### config.mk
export PLATFORM = sky130hd
export DESIGN_NAME = jzjpcc_memory_access_flat
export DESIGN_NICKNAME = d
export VERILOG_FILES = /design/src/rtl/jzjpcc_memory_access_if.sv /design/src/rtl/jzjpcc_memory_access.sv /design/src/flat_wrapper.sv
export SDC_FILE = /design/constraint.sdc
export NUM_CORES = 1
export LEC_CHECK = 0
export ABC_CLOCK_PERIOD_IN_PS = 2000
export BUFFER_PORTS_ARGS = -buffer_cell sky130_fd_sc_hd__buf_2
export CAP_MARGIN = 15
export CORE_MARGIN = 5
export CORE_UTILIZATION = 50
export DETAILED_ROUTE_END_ITERATION = 10
export PLACE_DENSITY = 0.81
export SETUP_SLACK_MARGIN = 0.3
export SYNTH_ARGS = -nofsm -noshare
export SYNTH_HDL_FRONTEND = slang
export SYNTH_SLANG_ARGS = --single-unit
### constraint.sdc
create_clock -name clock -period 2 [get_ports clock]
set_input_delay 0.4 -clock clock [delete_from_list [all_inputs] [get_ports clock]]
set_output_delay 0.4 -clock clock [all_outputs]
set_load 0.02 [all_outputs]
### src/rtl/jzjpcc_memory_access_if.sv
// Memory-to-writeback stage bundle: registered destination metadata, raw load word and the
// lane information the writeback load formatter needs to extract bytes/halves.
interface jzjpcc_writeback_if;
  logic [4:0]  rdAddr;
  logic        rdWriteEnable;
  logic        rdSource;
  logic [31:0] memoryOut;
  logic [31:0] aluResult;
  logic [2:0]  funct3;
  logic [3:0]  memByteMask;

  modport memory (
    output rdAddr, rdWriteEnable, rdSource, memoryOut, aluResult, funct3, memByteMask
  );
  modport writeback (
    input rdAddr, rdWriteEnable, rdSource, memoryOut, aluResult, funct3, memByteMask
  );
endinterface

### src/rtl/jzjpcc_memory_access.sv
// Memory-stage load/store unit: maps execute results onto big-endian bus lanes, stalls until
// the bus acknowledges, and registers the writeback-stage view of each instruction.
module jzjpcc_memory_access (
  input  logic        clock,
  input  logic        reset_n,
  input  logic        inValid,
  input  logic [4:0]  inRdAddr,
  input  logic        inRdWriteEnable,
  input  logic        inRdSource,
  input  logic [31:0] inAluResult,
  input  logic [31:0] inRs2,
  input  logic [2:0]  inFunct3,
  input  logic        inMemRead,
  input  logic        inMemWrite,
  output logic        stall,
  output logic        misaligned,
  output logic        busRequest,
  output logic        busWrite,
  output logic [29:0] busWordAddr,
  output logic [3:0]  busByteMask,
  output logic [31:0] busWriteData,
  input  logic [31:0] busReadData,
  input  logic        busAck,
  jzjpcc_writeback_if.memory writebackIF
);
  typedef enum logic {IDLE, ACCESS} state_t;

  state_t      state_q, state_d;
  logic [29:0] req_addr_q, req_addr_d;
  logic [3:0]  req_mask_q, req_mask_d;
  logic [31:0] req_data_q, req_data_d;
  logic        req_write_q, req_write_d;
  logic [4:0]  m_rd_addr_q, m_rd_addr_d;
  logic        m_rd_we_q, m_rd_we_d;
  logic        m_rd_src_q, m_rd_src_d;
  logic [31:0] m_alu_q, m_alu_d;
  logic [2:0]  m_funct3_q, m_funct3_d;
  logic [4:0]  wb_rd_addr_q, wb_rd_addr_d;
  logic        wb_rd_we_q, wb_rd_we_d;
  logic        wb_rd_src_q, wb_rd_src_d;
  logic [31:0] wb_mem_out_q, wb_mem_out_d;
  logic [31:0] wb_alu_q, wb_alu_d;
  logic [2:0]  wb_funct3_q, wb_funct3_d;
  logic [3:0]  wb_mask_q, wb_mask_d;
  logic        misaligned_q, misaligned_d;

  logic [1:0]  offset;
  logic        is_mem, aligned, issue;
  logic [3:0]  lane_mask;
  logic [31:0] lane_data;

  // Lane 0 of the bus is bits [31:24], so store data is byte-swapped relative to inRs2.
  always_comb begin
    offset    = inAluResult[1:0];
    is_mem    = inMemRead | inMemWrite;
    aligned   = 1'b0;
    lane_mask = 4'b0000;
    lane_data = 32'h0;
    case (inFunct3[1:0])
      2'b00: begin
        aligned   = 1'b1;
        lane_mask = 4'b1000 >> offset;
        lane_data = {4{inRs2[7:0]}};
      end
      2'b01: begin
        aligned   = ~offset[0];
        lane_mask = offset[1] ? 4'b0011 : 4'b1100;
        lane_data = {2{inRs2[7:0], inRs2[15:8]}};
      end
      2'b10: begin
        aligned   = (offset == 2'b00);
        lane_mask = 4'b1111;
        lane_data = {inRs2[7:0], inRs2[15:8], inRs2[23:16], inRs2[31:24]};
      end
      default: ;
    endcase
    issue = (state_q == IDLE) & inValid & is_mem & aligned;
  end

  always_comb begin
    state_d      = state_q;
    req_addr_d   = req_addr_q;
    req_mask_d   = req_mask_q;
    req_data_d   = req_data_q;
    req_write_d  = req_write_q;
    m_rd_addr_d  = m_rd_addr_q;
    m_rd_we_d    = m_rd_we_q;
    m_rd_src_d   = m_rd_src_q;
    m_alu_d      = m_alu_q;
    m_funct3_d   = m_funct3_q;
    wb_rd_addr_d = wb_rd_addr_q;
    wb_rd_we_d   = 1'b0;
    wb_rd_src_d  = wb_rd_src_q;
    wb_mem_out_d = wb_mem_out_q;
    wb_alu_d     = wb_alu_q;
    wb_funct3_d  = wb_funct3_q;
    wb_mask_d    = wb_mask_q;
    misaligned_d = 1'b0;
    case (state_q)
      IDLE: begin
        if (inValid && !is_mem) begin
          wb_rd_addr_d = inRdAddr;
          wb_rd_we_d   = inRdWriteEnable;
          wb_rd_src_d  = inRdSource;
          wb_alu_d     = inAluResult;
          wb_funct3_d  = inFunct3;
          wb_mask_d    = 4'b0000;
        end else if (inValid && !aligned) begin
          misaligned_d = 1'b1;
        end else if (issue) begin
          state_d     = ACCESS;
          req_addr_d  = inAluResult[31:2];
          req_mask_d  = lane_mask;
          req_data_d  = lane_data;
          req_write_d = inMemWrite;
          m_rd_addr_d = inRdAddr;
          m_rd_we_d   = inRdWriteEnable;
          m_rd_src_d  = inRdSource;
          m_alu_d     = inAluResult;
          m_funct3_d  = inFunct3;
        end
      end
      ACCESS: begin
        // The instruction is still presented during the ack cycle; it is retired from the
        // latched copy and the return to IDLE keeps it from being issued a second time.
        if (busAck) begin
          state_d      = IDLE;
          wb_rd_addr_d = m_rd_addr_q;
          wb_rd_we_d   = m_rd_we_q;
          wb_rd_src_d  = m_rd_src_q;
          wb_alu_d     = m_alu_q;
          wb_funct3_d  = m_funct3_q;
          wb_mask_d    = req_mask_q;
          if (!req_write_q) wb_mem_out_d = busReadData;
        end
      end
      default: state_d = IDLE;
    endcase
  end

  always_ff @(posedge clock or negedge reset_n) begin
    if (!reset_n) begin
      state_q      <= IDLE;
      req_addr_q   <= '0;
      req_mask_q   <= '0;
      req_data_q   <= '0;
      req_write_q  <= 1'b0;
      m_rd_addr_q  <= '0;
      m_rd_we_q    <= 1'b0;
      m_rd_src_q   <= 1'b0;
      m_alu_q      <= '0;
      m_funct3_q   <= '0;
      wb_rd_addr_q <= '0;
      wb_rd_we_q   <= 1'b0;
      wb_rd_src_q  <= 1'b0;
      wb_mem_out_q <= '0;
      wb_alu_q     <= '0;
      wb_funct3_q  <= '0;
      wb_mask_q    <= '0;
      misaligned_q <= 1'b0;
    end else begin
      state_q      <= state_d;
      req_addr_q   <= req_addr_d;
      req_mask_q   <= req_mask_d;
      req_data_q   <= req_data_d;
      req_write_q  <= req_write_d;
      m_rd_addr_q  <= m_rd_addr_d;
      m_rd_we_q    <= m_rd_we_d;
      m_rd_src_q   <= m_rd_src_d;
      m_alu_q      <= m_alu_d;
      m_funct3_q   <= m_funct3_d;
      wb_rd_addr_q <= wb_rd_addr_d;
      wb_rd_we_q   <= wb_rd_we_d;
      wb_rd_src_q  <= wb_rd_src_d;
      wb_mem_out_q <= wb_mem_out_d;
      wb_alu_q     <= wb_alu_d;
      wb_funct3_q  <= wb_funct3_d;
      wb_mask_q    <= wb_mask_d;
      misaligned_q <= misaligned_d;
    end
  end

  // Gating with reset_n keeps the pipeline unstalled while reset is held.
  assign stall        = reset_n & (issue | ((state_q == ACCESS) & ~busAck));
  assign misaligned   = misaligned_q;
  assign busRequest   = (state_q == ACCESS);
  assign busWrite     = req_write_q;
  assign busWordAddr  = req_addr_q;
  assign busByteMask  = req_mask_q;
  assign busWriteData = req_data_q;

  assign writebackIF.rdAddr        = wb_rd_addr_q;
  assign writebackIF.rdWriteEnable = wb_rd_we_q;
  assign writebackIF.rdSource      = wb_rd_src_q;
  assign writebackIF.memoryOut     = wb_mem_out_q;
  assign writebackIF.aluResult     = wb_alu_q;
  assign writebackIF.funct3        = wb_funct3_q;
  assign writebackIF.memByteMask   = wb_mask_q;
endmodule

### src/flat_wrapper.sv
// flat-port wrapper written by rule: the top's interface ports become plain ports
module jzjpcc_memory_access_flat 
  (clock, reset_n, inValid, inRdAddr, inRdWriteEnable, inRdSource, inAluResult, inRs2, inFunct3, inMemRead, inMemWrite, stall, misaligned, busRequest, busWrite, busWordAddr, busByteMask, busWriteData, busReadData, busAck, writebackIF_rdAddr, writebackIF_rdWriteEnable, writebackIF_rdSource, writebackIF_memoryOut, writebackIF_aluResult, writebackIF_funct3, writebackIF_memByteMask);
  jzjpcc_writeback_if writebackIF_i ();
  input  logic clock;
  input  logic reset_n;
  input  logic inValid;
  input  logic [4:0] inRdAddr;
  input  logic inRdWriteEnable;
  input  logic inRdSource;
  input  logic [31:0] inAluResult;
  input  logic [31:0] inRs2;
  input  logic [2:0] inFunct3;
  input  logic inMemRead;
  input  logic inMemWrite;
  output logic stall;
  output logic misaligned;
  output logic busRequest;
  output logic busWrite;
  output logic [29:0] busWordAddr;
  output logic [3:0] busByteMask;
  output logic [31:0] busWriteData;
  input  logic [31:0] busReadData;
  input  logic busAck;
  output wire logic [$bits(writebackIF_i.rdAddr)-1:0] writebackIF_rdAddr;
  output wire logic [$bits(writebackIF_i.rdWriteEnable)-1:0] writebackIF_rdWriteEnable;
  output wire logic [$bits(writebackIF_i.rdSource)-1:0] writebackIF_rdSource;
  output wire logic [$bits(writebackIF_i.memoryOut)-1:0] writebackIF_memoryOut;
  output wire logic [$bits(writebackIF_i.aluResult)-1:0] writebackIF_aluResult;
  output wire logic [$bits(writebackIF_i.funct3)-1:0] writebackIF_funct3;
  output wire logic [$bits(writebackIF_i.memByteMask)-1:0] writebackIF_memByteMask;
  assign writebackIF_rdAddr = writebackIF_i.rdAddr;
  assign writebackIF_rdWriteEnable = writebackIF_i.rdWriteEnable;
  assign writebackIF_rdSource = writebackIF_i.rdSource;
  assign writebackIF_memoryOut = writebackIF_i.memoryOut;
  assign writebackIF_aluResult = writebackIF_i.aluResult;
  assign writebackIF_funct3 = writebackIF_i.funct3;
  assign writebackIF_memByteMask = writebackIF_i.memByteMask;
  jzjpcc_memory_access u_core (.clock(clock), .reset_n(reset_n), .inValid(inValid), .inRdAddr(inRdAddr), .inRdWriteEnable(inRdWriteEnable), .inRdSource(inRdSource), .inAluResult(inAluResult), .inRs2(inRs2), .inFunct3(inFunct3), .inMemRead(inMemRead), .inMemWrite(inMemWrite), .stall(stall), .misaligned(misaligned), .busRequest(busRequest), .busWrite(busWrite), .busWordAddr(busWordAddr), .busByteMask(busByteMask), .busWriteData(busWriteData), .busReadData(busReadData), .busAck(busAck), .writebackIF(writebackIF_i));
endmodule
==> results.sh <==
export IMPL_synth_top_area_cell="dfrtp_1"
export IMPL_whs_ns=0.104
export IMPL_critPathMaxFanout=22
export IMPL_ys_types=35
export IMPL_critPathArrivalTime_ns=1.48
export IMPL_rsz0062_at_grt="yes"
export IMPL_cts_root_buf="clkbuf_16"
export IMPL_cp_data_required_time_ns=1.60
export IMPL_tightest_slew_ns=0.847
export IMPL_nFillCells=1038
export IMPL_netlist_area_um2=7250
export IMPL_cts_sinks=159
export IMPL_ant_nets=0
export IMPL_area_delta_synth_final_pct=31.9
export IMPL_cp_depth=4
export IMPL_async_flop_share=1.00
export IMPL_power_mw=12.9
export IMPL_status="finished, final reports clean"
export IMPL_synthTopCellsByArea="dfrtp_1, mux2_2, mux2_4, buf_4, mux2i_1"
export IMPL_fmax_ghz=0.532
export IMPL_cts_made_buffers=17
export IMPL_path_delay_family="flip-flops"
export IMPL_cpPeakStageDelay_ns=0.40
export IMPL_wirelength_mm=18.5
export IMPL_drv_slew=0
export IMPL_rows=44
export IMPL_r2r_setup_slack_ns=0.33
export IMPL_crit_chain="buf_12 -> nand2b_1 -> a21boi_4 -> buf_6"
export IMPL_fin_nets=852
export IMPL_clockBufferDepth=2
export IMPL_ctsHoldBuffers=0
export IMPL_drt_first_pass_iters=6
export IMPL_vias=4894
export IMPL_crit_buf_inv=2
export IMPL_gp_congestion=0.810
export IMPL_io_pins=260
export IMPL_drive_above_1_share=0.677
export IMPL_yosys_warnings=0
export IMPL_syn_nets=610
export IMPL_grt_max_degree=160
export IMPL_path_class="reg2out"
export IMPL_die_h_um=130
export IMPL_maxCapViolations=0
export IMPL_crit_slowest_cell="dfrtp_2"
export IMPL_place_hpwl_mm=12.8
export IMPL_grtUsageTotal=0.213
export IMPL_fin_crit_ns=1.88
export IMPL_hold_viol_final=0
export IMPL_leakagePower_nw=4.83
export IMPL_clock_skew_ns=0.00547
export IMPL_tritoncts="yes"
export IMPL_io_buffers=259
export IMPL_cp_end_kind="output pin"
export IMPL_start_util=0.505
export IMPL_post_drt_wl_per_cell_um=19.7
export IMPL_p_per_area_nw_per_um2=1350
export IMPL_ys_flop_type="dfrtp_1"
export IMPL_grt_pass1_wl_mm=27.9
export IMPL_slew_limit_headroom=0.436
export IMPL_synthesis_instances=498
export IMPL_antenna_found_initial=0
export IMPL_grt_pass1_vias=5375
export IMPL_h_tree_depth=4
export IMPL_die_x_um=130
export IMPL_r2r_worst_path_cells=7
export IMPL_ys_seq_elements=159
export IMPL_synth_common_cells="dfrtp_1, mux2_2, buf_4, mux2_4, o2bb2ai_1"
export IMPL_core_area_um2=14400
export IMPL_die_area_um2=17000
export IMPL_via_per_inst=5.22
export IMPL_synth_avg_cell_area_um2=14.6
export IMPL_hold_class="in2async"
export IMPL_grt_overflow=0
export IMPL_worstSetupStartpointType="flip-flop"
export IMPL_synthDominantCellAreaShare=0.548
export IMPL_setup_viol=0
export IMPL_peakVddDrop_mv=0.700
export IMPL_clock_latency_ns=0.41
export IMPL_drtIter0Drc=265
export IMPL_synth_edf_count=0
export IMPL_period_share=0.939
export IMPL_drc_errors=0
export IMPL_clk_pin_slew_ns=0.06
export IMPL_yosysSeqAreaShare=0.548
export IMPL_finalNonFillerCells=938
export IMPL_fin_tns_setup_ns=0
export IMPL_dp_cells=894
## final timing paths
path | start | endpoint
setup / recovery | u_core.busRequest | stall
hold / removal | reset_n | u_core.writebackIF.memoryOut[7]
setup reg to reg | u_core.busRequest | u_core.writebackIF.aluResult[7]
hold reg to reg | u_core.writebackIF.memByteMask[0] | u_core.writebackIF.memByteMask[0]
max in group asynchronous | reset_n | u_core.busRequest
min in group clock | busReadData[15] | u_core.writebackIF.memoryOut[15]
## placed cells by master (no fill, tap or decap), types with 3 or more instances in the layout
master      Yosys  layout
a22o_1          4       4
clkinvlp_4      0       3
a21oi_1         8       8
dfrtp_1       159     158
buf_2          10     257
bufinv_16       0       4
mux2i_1        16      16
mux2_4         20      56
a31o_2          3       3
buf_6           7       6
inv_1           8       8
buf_4          37      10
nand2_1         3       3
buf_12          0       9
clkbuf_16       0      21
a221o_1         3       3
nor2b_1        10       9
o2bb2ai_1      17      17
mux2_2        159     125
nand2b_1        4       4
## kinds of logic (layout without fill, tap and decap cells)
kind of cell | Yosys count | in the layout | synth area share
XOR/XNOR | 1 | 1 | 0.00121
flip-flops | 159 | 159 | 0.548
buffers and inverters | 72 | 327 | 0.0655
AO/OA/AOI/OAI | 41 | 41 | 0.0474
other | 0 | 1 | 0
AND/OR/NAND/NOR | 28 | 28 | 0.0240
multiplexers | 197 | 197 | 0.313
## registers in the layout (all words and copies together) (netlist names), 3 cells and up
name and flops:
u_core.busByteMask 4, u_core.writebackIF.memoryOut 32, u_core.m_rd_addr_q 5, u_core.writebackIF.funct3 3, u_core.writebackIF.aluResult 32, u_core.busWriteData 32
u_core.writebackIF.rdAddr 5, u_core.writebackIF.memByteMask 4, u_core.m_alu_q 31, u_core.m_funct3_q 3
## worst reg2reg max path: stages, from the launching register on
cell,delay [ns]
dfrtp_2,0.40
nor2b_2,0.05
buf_6,0.12
buf_4,0.17
a21oi_4,0.16
buf_6,0.15
clkbuf_16,0.19
mux2_4,0.31
## metal layers
metal	global-route usage	vias to the layer above	part of all wire
met3	0.0760	32	0.086
met1	0.246	2434	0.37
met5	0	-	0
met2	0.361	189	0.52
met4	0.0871	0	0.026
li1	-	2239	-
## report_power, final
group | leakage (nW) | internal [mW] | switching (mW)
sequential | 1.90 | 4.29 | 0.635
clock | 0.294 | 2.10 | 1.31
combinational | 2.64 | 2.12 | 2.47
total | 4.83 | 8.51 | 4.41
## stage by stage
stage	util	setup WS (ns)	cell area, um2
floorplan	-	0.152	7430
global placement	0.608	0.165	8740
detailed placement	0.608	0.0940	8740
CTS	0.656	0.0793	9420
global route	0.666	0.0516	9560
finish	0.666	0.121	9570
## what timing repair did
| item | in CTS | in global routing |
|---|---|---|
| resized for setup | 3 | 6 |
| setup endpoints to repair | 2 | 74 |
| endpoints found under the hold margin | 0 | 0 |
| pin swaps | 2 | 1 |
| setup buffers | 3 | 3 |
| cloned | 1 | 4 |
## cell type report
type / count / area (um2) / area share
Sequential cell: 159 / 3980 / 0.416
Multi-Input combinational cell: 267 / 2960 / 0.309
Timing Repair Buffer: 287 / 1740 / 0.182
Clock buffer: 19 / 433 / 0.0453
Tap cell: 184 / 230 / 0.0241
Clock inverter: 13 / 188 / 0.0196
Inverter: 8 / 30.0 / 0.00314
Antenna cell: 1 / 2.50 / 0.000262
Note: power is estimated with default switching activity, not from simulation.
